### src/rtl/multicycle_control.sv
// Main control FSM for the multicycle MIPS datapath: decodes the IR opcode/rt
// and sequences fetch, decode, execute, memory and write-back each cycle.
module multicycle_control (
  input  logic       clock,
  input  logic       reset,
  input  logic [5:0] opcode,
  input  logic [4:0] rt,
  input  logic       mem_ready,
  output logic       PCWrite,
  output logic       PCWriteCond,
  output logic       IorD,
  output logic       MemRead,
  output logic       MemWrite,
  output logic       IRWrite,
  output logic       RegWrite,
  output logic       ALUSrcA,
  output logic       BranchType,
  output logic [1:0] RegDst,
  output logic [1:0] MemtoReg,
  output logic [1:0] ALUSrcB,
  output logic [1:0] PCSource,
  output logic [3:0] ALUOp,
  output logic       illegal,
  output logic [3:0] state
);

  localparam logic [3:0] FETCH    = 4'd0;
  localparam logic [3:0] DECODE   = 4'd1;
  localparam logic [3:0] MEMADDR  = 4'd2;
  localparam logic [3:0] MEMREAD  = 4'd3;
  localparam logic [3:0] MEMWB    = 4'd4;
  localparam logic [3:0] MEMWRITE = 4'd5;
  localparam logic [3:0] EXEC_R   = 4'd6;
  localparam logic [3:0] RWB      = 4'd7;
  localparam logic [3:0] BRANCH   = 4'd8;
  localparam logic [3:0] JUMP     = 4'd9;
  localparam logic [3:0] EXEC_I   = 4'd10;
  localparam logic [3:0] IWB      = 4'd11;

  localparam logic [5:0] OP_RTYPE  = 6'd0;
  localparam logic [5:0] OP_REGIMM = 6'd1;
  localparam logic [5:0] OP_J      = 6'd2;
  localparam logic [5:0] OP_BEQ    = 6'd4;
  localparam logic [5:0] OP_ADDI   = 6'd8;
  localparam logic [5:0] OP_ADDIU  = 6'd9;
  localparam logic [5:0] OP_ANDI   = 6'd12;
  localparam logic [5:0] OP_ORI    = 6'd13;
  localparam logic [5:0] OP_XORI   = 6'd14;
  localparam logic [5:0] OP_LUI    = 6'd15;
  localparam logic [5:0] OP_LW     = 6'd35;
  localparam logic [5:0] OP_SW     = 6'd43;

  localparam logic [4:0] RT_BGEZ   = 5'd1;
  localparam logic [4:0] RT_BGEZAL = 5'd17;

  localparam logic [3:0] ALU_ADD   = 4'd0;
  localparam logic [3:0] ALU_SUB   = 4'd1;
  localparam logic [3:0] ALU_FUNCT = 4'd2;
  localparam logic [3:0] ALU_OR    = 4'd4;
  localparam logic [3:0] ALU_XOR   = 4'd5;
  localparam logic [3:0] ALU_AND   = 4'd6;
  localparam logic [3:0] ALU_BGEZ  = 4'd7;
  localparam logic [3:0] ALU_ADDU  = 4'd8;
  localparam logic [3:0] ALU_LUI   = 4'd9;

  logic [3:0] state_q;
  logic [3:0] state_d;

  logic dec_mem;
  logic dec_sw;
  logic dec_rtype;
  logic dec_beq;
  logic dec_regimm_br;
  logic dec_bgezal;
  logic dec_jump;
  logic dec_itype;
  logic [3:0] itype_aluop;

  // Opcode decode; opcode/rt are stable from DECODE through write-back.
  always_comb begin
    dec_mem       = (opcode == OP_LW) || (opcode == OP_SW);
    dec_sw        = (opcode == OP_SW);
    dec_rtype     = (opcode == OP_RTYPE);
    dec_beq       = (opcode == OP_BEQ);
    dec_regimm_br = (opcode == OP_REGIMM) && ((rt == RT_BGEZ) || (rt == RT_BGEZAL));
    dec_bgezal    = (opcode == OP_REGIMM) && (rt == RT_BGEZAL);
    dec_jump      = (opcode == OP_J);
    dec_itype     = (opcode == OP_ADDI) || (opcode == OP_ADDIU) ||
                    (opcode == OP_ANDI) || (opcode == OP_ORI)   ||
                    (opcode == OP_XORI) || (opcode == OP_LUI);
  end

  always_comb begin
    itype_aluop = ALU_ADD;
    case (opcode)
      OP_ADDI:  itype_aluop = ALU_ADD;
      OP_ADDIU: itype_aluop = ALU_ADDU;
      OP_ANDI:  itype_aluop = ALU_AND;
      OP_ORI:   itype_aluop = ALU_OR;
      OP_XORI:  itype_aluop = ALU_XOR;
      OP_LUI:   itype_aluop = ALU_LUI;
      default:  itype_aluop = ALU_ADD;
    endcase
  end

  // Memory handshake: an access presented in FETCH/MEMREAD/MEMWRITE completes
  // in the cycle mem_ready is 1; until then the state and the access strobes
  // hold unchanged. mem_ready is don't-care in every other state.
  always_comb begin
    state_d = state_q;
    case (state_q)
      FETCH:    state_d = mem_ready ? DECODE : FETCH;
      DECODE: begin
        if (dec_mem)            state_d = MEMADDR;
        else if (dec_rtype)     state_d = EXEC_R;
        else if (dec_beq)       state_d = BRANCH;
        else if (dec_regimm_br) state_d = BRANCH;
        else if (dec_jump)      state_d = JUMP;
        else if (dec_itype)     state_d = EXEC_I;
        else                    state_d = FETCH;
      end
      MEMADDR:  state_d = dec_sw ? MEMWRITE : MEMREAD;
      MEMREAD:  state_d = mem_ready ? MEMWB : MEMREAD;
      MEMWB:    state_d = FETCH;
      MEMWRITE: state_d = mem_ready ? FETCH : MEMWRITE;
      EXEC_R:   state_d = RWB;
      RWB:      state_d = FETCH;
      BRANCH:   state_d = FETCH;
      JUMP:     state_d = FETCH;
      EXEC_I:   state_d = IWB;
      IWB:      state_d = FETCH;
      default:  state_d = FETCH;
    endcase
  end

  always_ff @(posedge clock) begin
    if (reset) state_q <= FETCH;
    else       state_q <= state_d;
  end

  // Reset masks every output so an aborted instruction cannot issue a write.
  always_comb begin
    PCWrite     = 1'b0;
    PCWriteCond = 1'b0;
    IorD        = 1'b0;
    MemRead     = 1'b0;
    MemWrite    = 1'b0;
    IRWrite     = 1'b0;
    RegWrite    = 1'b0;
    ALUSrcA     = 1'b0;
    BranchType  = 1'b0;
    RegDst      = 2'd0;
    MemtoReg    = 2'd0;
    ALUSrcB     = 2'd0;
    PCSource    = 2'd0;
    ALUOp       = ALU_ADD;
    illegal     = 1'b0;
    state       = FETCH;
    if (!reset) begin
      state = state_q;
      case (state_q)
        FETCH: begin
          MemRead = 1'b1;
          ALUSrcB = 2'd1;
          IRWrite = mem_ready;
          PCWrite = mem_ready;
        end
        DECODE: begin
          ALUSrcB = 2'd3;
          illegal = !(dec_mem || dec_rtype || dec_beq || dec_regimm_br ||
                      dec_jump || dec_itype);
        end
        MEMADDR: begin
          ALUSrcA = 1'b1;
          ALUSrcB = 2'd2;
        end
        MEMREAD: begin
          MemRead = 1'b1;
          IorD    = 1'b1;
        end
        MEMWB: begin
          RegWrite = 1'b1;
          MemtoReg = 2'd1;
        end
        MEMWRITE: begin
          MemWrite = 1'b1;
          IorD     = 1'b1;
        end
        EXEC_R: begin
          ALUSrcA = 1'b1;
          ALUOp   = ALU_FUNCT;
        end
        RWB: begin
          RegWrite = 1'b1;
          RegDst   = 2'd1;
        end
        BRANCH: begin
          ALUSrcA     = 1'b1;
          PCWriteCond = 1'b1;
          PCSource    = 2'd1;
          if (dec_beq) begin
            ALUOp = ALU_SUB;
          end else begin
            ALUOp      = ALU_BGEZ;
            BranchType = 1'b1;
          end
          // Link is unconditional: PC already holds PC+4 here.
          if (dec_bgezal) begin
            RegWrite = 1'b1;
            RegDst   = 2'd2;
            MemtoReg = 2'd2;
          end
        end
        JUMP: begin
          PCWrite  = 1'b1;
          PCSource = 2'd2;
        end
        EXEC_I: begin
          ALUSrcA = 1'b1;
          ALUSrcB = 2'd2;
          ALUOp   = itype_aluop;
        end
        IWB: begin
          RegWrite = 1'b1;
        end
        default: ;
      endcase
    end
  end

endmodule
### config.mk
export PLATFORM = sky130hd
export DESIGN_NAME = multicycle_control
export DESIGN_NICKNAME = d
export VERILOG_FILES = /design/src/rtl/multicycle_control.sv
export SDC_FILE = /design/constraint.sdc
export NUM_CORES = 1
export LEC_CHECK = 0
export BUFFER_PORTS_ARGS = -buffer_cell sky130_fd_sc_hd__buf_4
export CAP_MARGIN = 20
export CORE_AREA = 2 2 45 47
export CTS_BUF_LIST = sky130_fd_sc_hd__clkbuf_8
export DETAILED_ROUTE_END_ITERATION = 7
export DIE_AREA = 0 0 47 49
export PLACE_DENSITY = 0.77
export RECOVER_POWER = 100
export SYNTH_ARGS = -nofsm -noshare
export SYNTH_HDL_FRONTEND = slang
export SYNTH_SLANG_ARGS = --single-unit
### constraint.sdc
create_clock -name clock -period 3.6 [get_ports clock]
set_input_delay 0.18 -clock clock [delete_from_list [all_inputs] [get_ports clock]]
set_output_delay 0.18 -clock clock [all_outputs]
set_load 0.02 [all_outputs]
; ---- Yosys cells after proc, flatten, opt, wreduce, memory -nomap -nowiden
; Index checks and enable logic that the tools add are counted.
[classes]
eq_ne = 24
muxes = 47
n_reduce_logical = 22
[op_table]
columns = operator, n
row1 = $eq 6x4->1 const B, 6
row2 = $mux 4, 8
row3 = $pmux 4 s7, 1
row4 = $mux 1, 21
row5 = $pmux 4 s5, 1
row6 = $eq 4x3->1 const B, 4
row7 = $eq 4x4->1 const B, 4
row8 = $eq 6x6->1 const B, 2
row9 = $logic_or 1x1->1, 12
row10 = $mux 3, 4
row11 = $pmux 2 s2, 3
row12 = $pmux 4 s3, 1
row13 = $mux 2, 5
row14 = $eq 4x2->1 const B, 2
row15 = $eq 6x1->1 const B, 1
row16 = $eq 6x2->1 const B, 1
row17 = $eq 6x3->1 const B, 1
row18 = $logic_not 6->1, 1
row19 = $pmux 2 s3, 1
row20 = $reduce_or 2->1, 3
row21 = $eq 5x1->1 const B, 1
row22 = $eq 5x5->1 const B, 1
row23 = $eq 4x1->1 const B, 1
row24 = $logic_not 4->1, 1
row25 = other kinds (5), 7
[word_totals]
ff_bits = 4
inputBits = 14
output_inout_bits = 26
wordCells = 94

; ---- Logic depth before layout (Yosys ltp)
[logic_depth]
ltp_word = 13
depth_mapped = 6
mapped_depth_nobuf = 4

; ---- Worst setup path after synthesis
; OpenSTA, ideal clock, no wires.
[synth_timing]
path_kind = reg2out
from = register state_q[2]
to = output port ALUOp[2]
arrival_time_ns = 2.349
t_required_ns = 3.420
path_slack_ns = 1.071
path_stages_with_launch = 7
n_path_buf = 2
path_cell_list = dfxtp_1 -> buf_6 -> or4b_1 -> buf_2 -> a21oi_1 -> a31oi_1 -> a2111oi_0
[synth_via]
elab_chain_len = 3
elab_cells_between_ends = 5
classes_between = eq/ne: 3 / mux: 2
[synth_lines]
columns = element, line
row1 = from (decl), 66  ; logic [3:0] state_q;
row2 = from (signal assigned), 138  ; else state_q <= state_d;
row3 = $eq 4x4->1 / $eq 4x3->1 (equally long branches), 161  ; case (state_q)
row4 = $pmux 4 s3 (*), 161
row5 = $mux 4 (*), 159  ; if (!reset) begin
row6 = to (decl), 22  ; output logic [3:0] ALUOp,
; Mark *: on every way between the ends. The rest lies on a longest branch, timed or not.

; ---- Worst setup path after layout
[layout_timing]
from = register state_q[3]
to = output port ALUOp[2]
; The elaborated chain is that of the path after synthesis.

==> run metrics <==
final hold vios=0; row count=16; DRT Wirelength=2360 um; cell area after placement=1040 um2; cell at the root of the clock tree=sky130_fd_sc_hd__clkbuf_8; final hold slack=346 ps; number of nets in the synthesized netlist=134; met3 usage in global routing=0.0259; CTS tree=built; met1 usage in global routing=0.284; final RePlAce weighted congestion=0.907; data required time of the critical path=3420 ps; most numerous cell in the Yosys netlist=sky130_fd_sc_hd__nor2_1; final instance area=991 um2; PnR worst setup slack=1100 ps; share of the core filled with cells in the final layout=0.538; Yosys warning count=0; detailed-routing iteration count for the pre-antenna-repair pass=4; count of flip-flops with a built-in enable after synthesis=0; RSZ-0062 raised after global routing=false; critical path endpoint category=output port; initial core utilization=0.426; number of cells produced by synthesis=120; number of buffers created by CTS=3; register area share after synthesis=0.102; Antenna Violating Nets Remaining=0; share of post-route cells with drive strength above 1=0.142; busiest layer in global routing=met2; Yosys top cell area share=0.102; number of antenna cells inserted=0; type of the most critical hold path=primary input to flop; outcome=finished clean; Peak supply drop=0.239 mV; total power density per cell area=244 nW/um2; overall routing resource usage=0.213; CTS Hold Buffers Added=0; most area-consuming cells after synthesis=sky130_fd_sc_hd__dfxtp_1 (10%), sky130_fd_sc_hd__nand2b_1 (6.4%), sky130_fd_sc_hd__nor2b_1 (5.6%); count of placed standard cells including taps=172; antenna violations before repair=0; distinct cell type count after synthesis=40; count of buffers inserted at the top-level ports=39; area enclosed by the die boundary=2300 um2; number of primary I/O pins=40; Max-slew headroom=0.592; number of flip-flops under the largest register name=4; post-CTS setup buffers=0; DR vias/cell=5.81; Critical Path Slowest Stage Cell=sky130_fd_sc_hd__dfxtp_1; Max Root-Sink Buffers=2; leading area contributor after synthesis=sky130_fd_sc_hd__dfxtp_1; family with the most delay on the worst path=compound AO/OA/AOI/OAI gates; NumNets Final=164; vias in the first global route=896; H-Tree Depth=1; synthesized area divided by synthesized cell count=6.54 um2; classification of the worst setup path=flop to output port; Die Height=49 um; leakage=0.339 nW; number of register bits inferred by synthesis=4; worst slack after detailed placement=1400 ps; Starting DRT DRC Count=25; CP Launch Type=flop; largest registers=state_q: 4 flops; pin count of the biggest net entering global routing=22; setup violators final=0; max-cap check violation count=0; clock transition at the register clock pins on the worst setup and hold paths after CTS=30 ps; critical path's largest stage delay=600 ps; clock period minus worst slack=2500 ps; CP cell instances=or4b_1 > a21oi_1 > a31oi_1 > a2111oi_0 > clkbuf_1; final HPWL from detailed placement=1740 um; synthesized area=785 um2; Gates resized, CTS repair=0; Final Non-Filler Cells=175; arrival time reported for the critical path endpoint=2320 ps; highest achievable clock rate=399 MHz; average wire per cell in the routed design=13.5 um; clock insertion delay at the later pin of the skew report=210 ps; final total power=0.242 mW; P&R area growth vs syn=26.3%; ys async rst share=0; placeable core region=1840 um2; Reg with most FFs=state_q; Main synth FF type=sky130_fd_sc_hd__dfxtp_1; number of vias in the routed layout=1017; Slew @ Worst Pin=610 ps; number of sinks on the clock net=4; detailed-route DRC error count=0; critical path fanouts, max=16; final setup TNS=0 ps; crit share post-route=0.696; number of buffers and inverters on the critical path=1; Synth top cells by count=sky130_fd_sc_hd__nor2_1 (11), sky130_fd_sc_hd__clkbuf_1 (10), sky130_fd_sc_hd__nand2b_1 (8), sky130_fd_sc_hd__nor3_1 (8), sky130_fd_sc_hd__nor2b_1 (7); first-pass GRT wire length=3730 um; layout filler cell count=213; met2 Track Usage GR=0.324; die width=47 um; max-slew violation count=0; overflow left after global routing=0; Worst Skew=0.777 ps
## where the power goes
| group | switching, mW | total, mW | internal (mW) | leakage (nW) |
|---|---|---|---|---|
| Sequential | 0.0107 | 0.0579 | 0.0472 | 0.0326 |
| Combinational | 0.0532 | 0.0916 | 0.0385 | 0.285 |
| Clock | 0.0214 | 0.0925 | 0.0711 | 0.0216 |
## logic make-up (layout without fill, tap and decap cells)
kind of cell,after synthesis,in the layout,share of synthesized area
AO/OA/AOI/OAI,32,32,0.292
AND/OR/NAND/NOR,64,64,0.474
buffers and inverters,17,45,0.0989
XOR/XNOR,3,3,0.0335
flip-flops,4,4,0.102
## layout by cell type, fill, tap and decap left out, drive strengths merged, types with 2 or more instances in the layout
master and count:
nor3b 2, a21oi 6, nor2 11, buf 15, nor2b 7, o311a 2, a31oi 4, and3 3
or4b 4, nand3 3, o32ai 2, inv 3, nor3 8, nor4 5, a211oi 4, clkbuf 27
dfxtp 4, nand2b 8, o21ai 4, nand2 6, xnor2 3, and2 2
## final timing paths
check	from	endpoint	cells past startpoint	slack [ps]
max	state_q[3]	ALUOp[2]	5	1100
min	opcode[4]	state_q[1]	4	350
max reg2reg	state_q[0]	state_q[0]	4	1600
min reg2reg	state_q[2]	state_q[0]	3	890
## final cells by class
class                           instances  area [um2]  area share
Clock buffer                            3        41.3      0.0417
Inverter                                3        11.3      0.0114
Multi-Input combinational cell         99         622       0.628
Sequential cell                         4        80.1      0.0808
Tap cell                               27        33.8      0.0341
Timing Repair Buffer                   39         203       0.205
## metal layers
metal,routed length [um],up-vias
met5,0,-
met4,45,0
met3,99,6
met2,1130,29
met1,1080,476
li1,-,506
## worst reg2reg max path: cells and delay by family, from the launching register on
family / cells / cell delay [ps]
AOI/OAI and AO/OA: 2 / 320
DFF: 1 / 640
and+or+nand+nor: 2 / 970
Note: power is estimated with default switching activity, not from simulation.
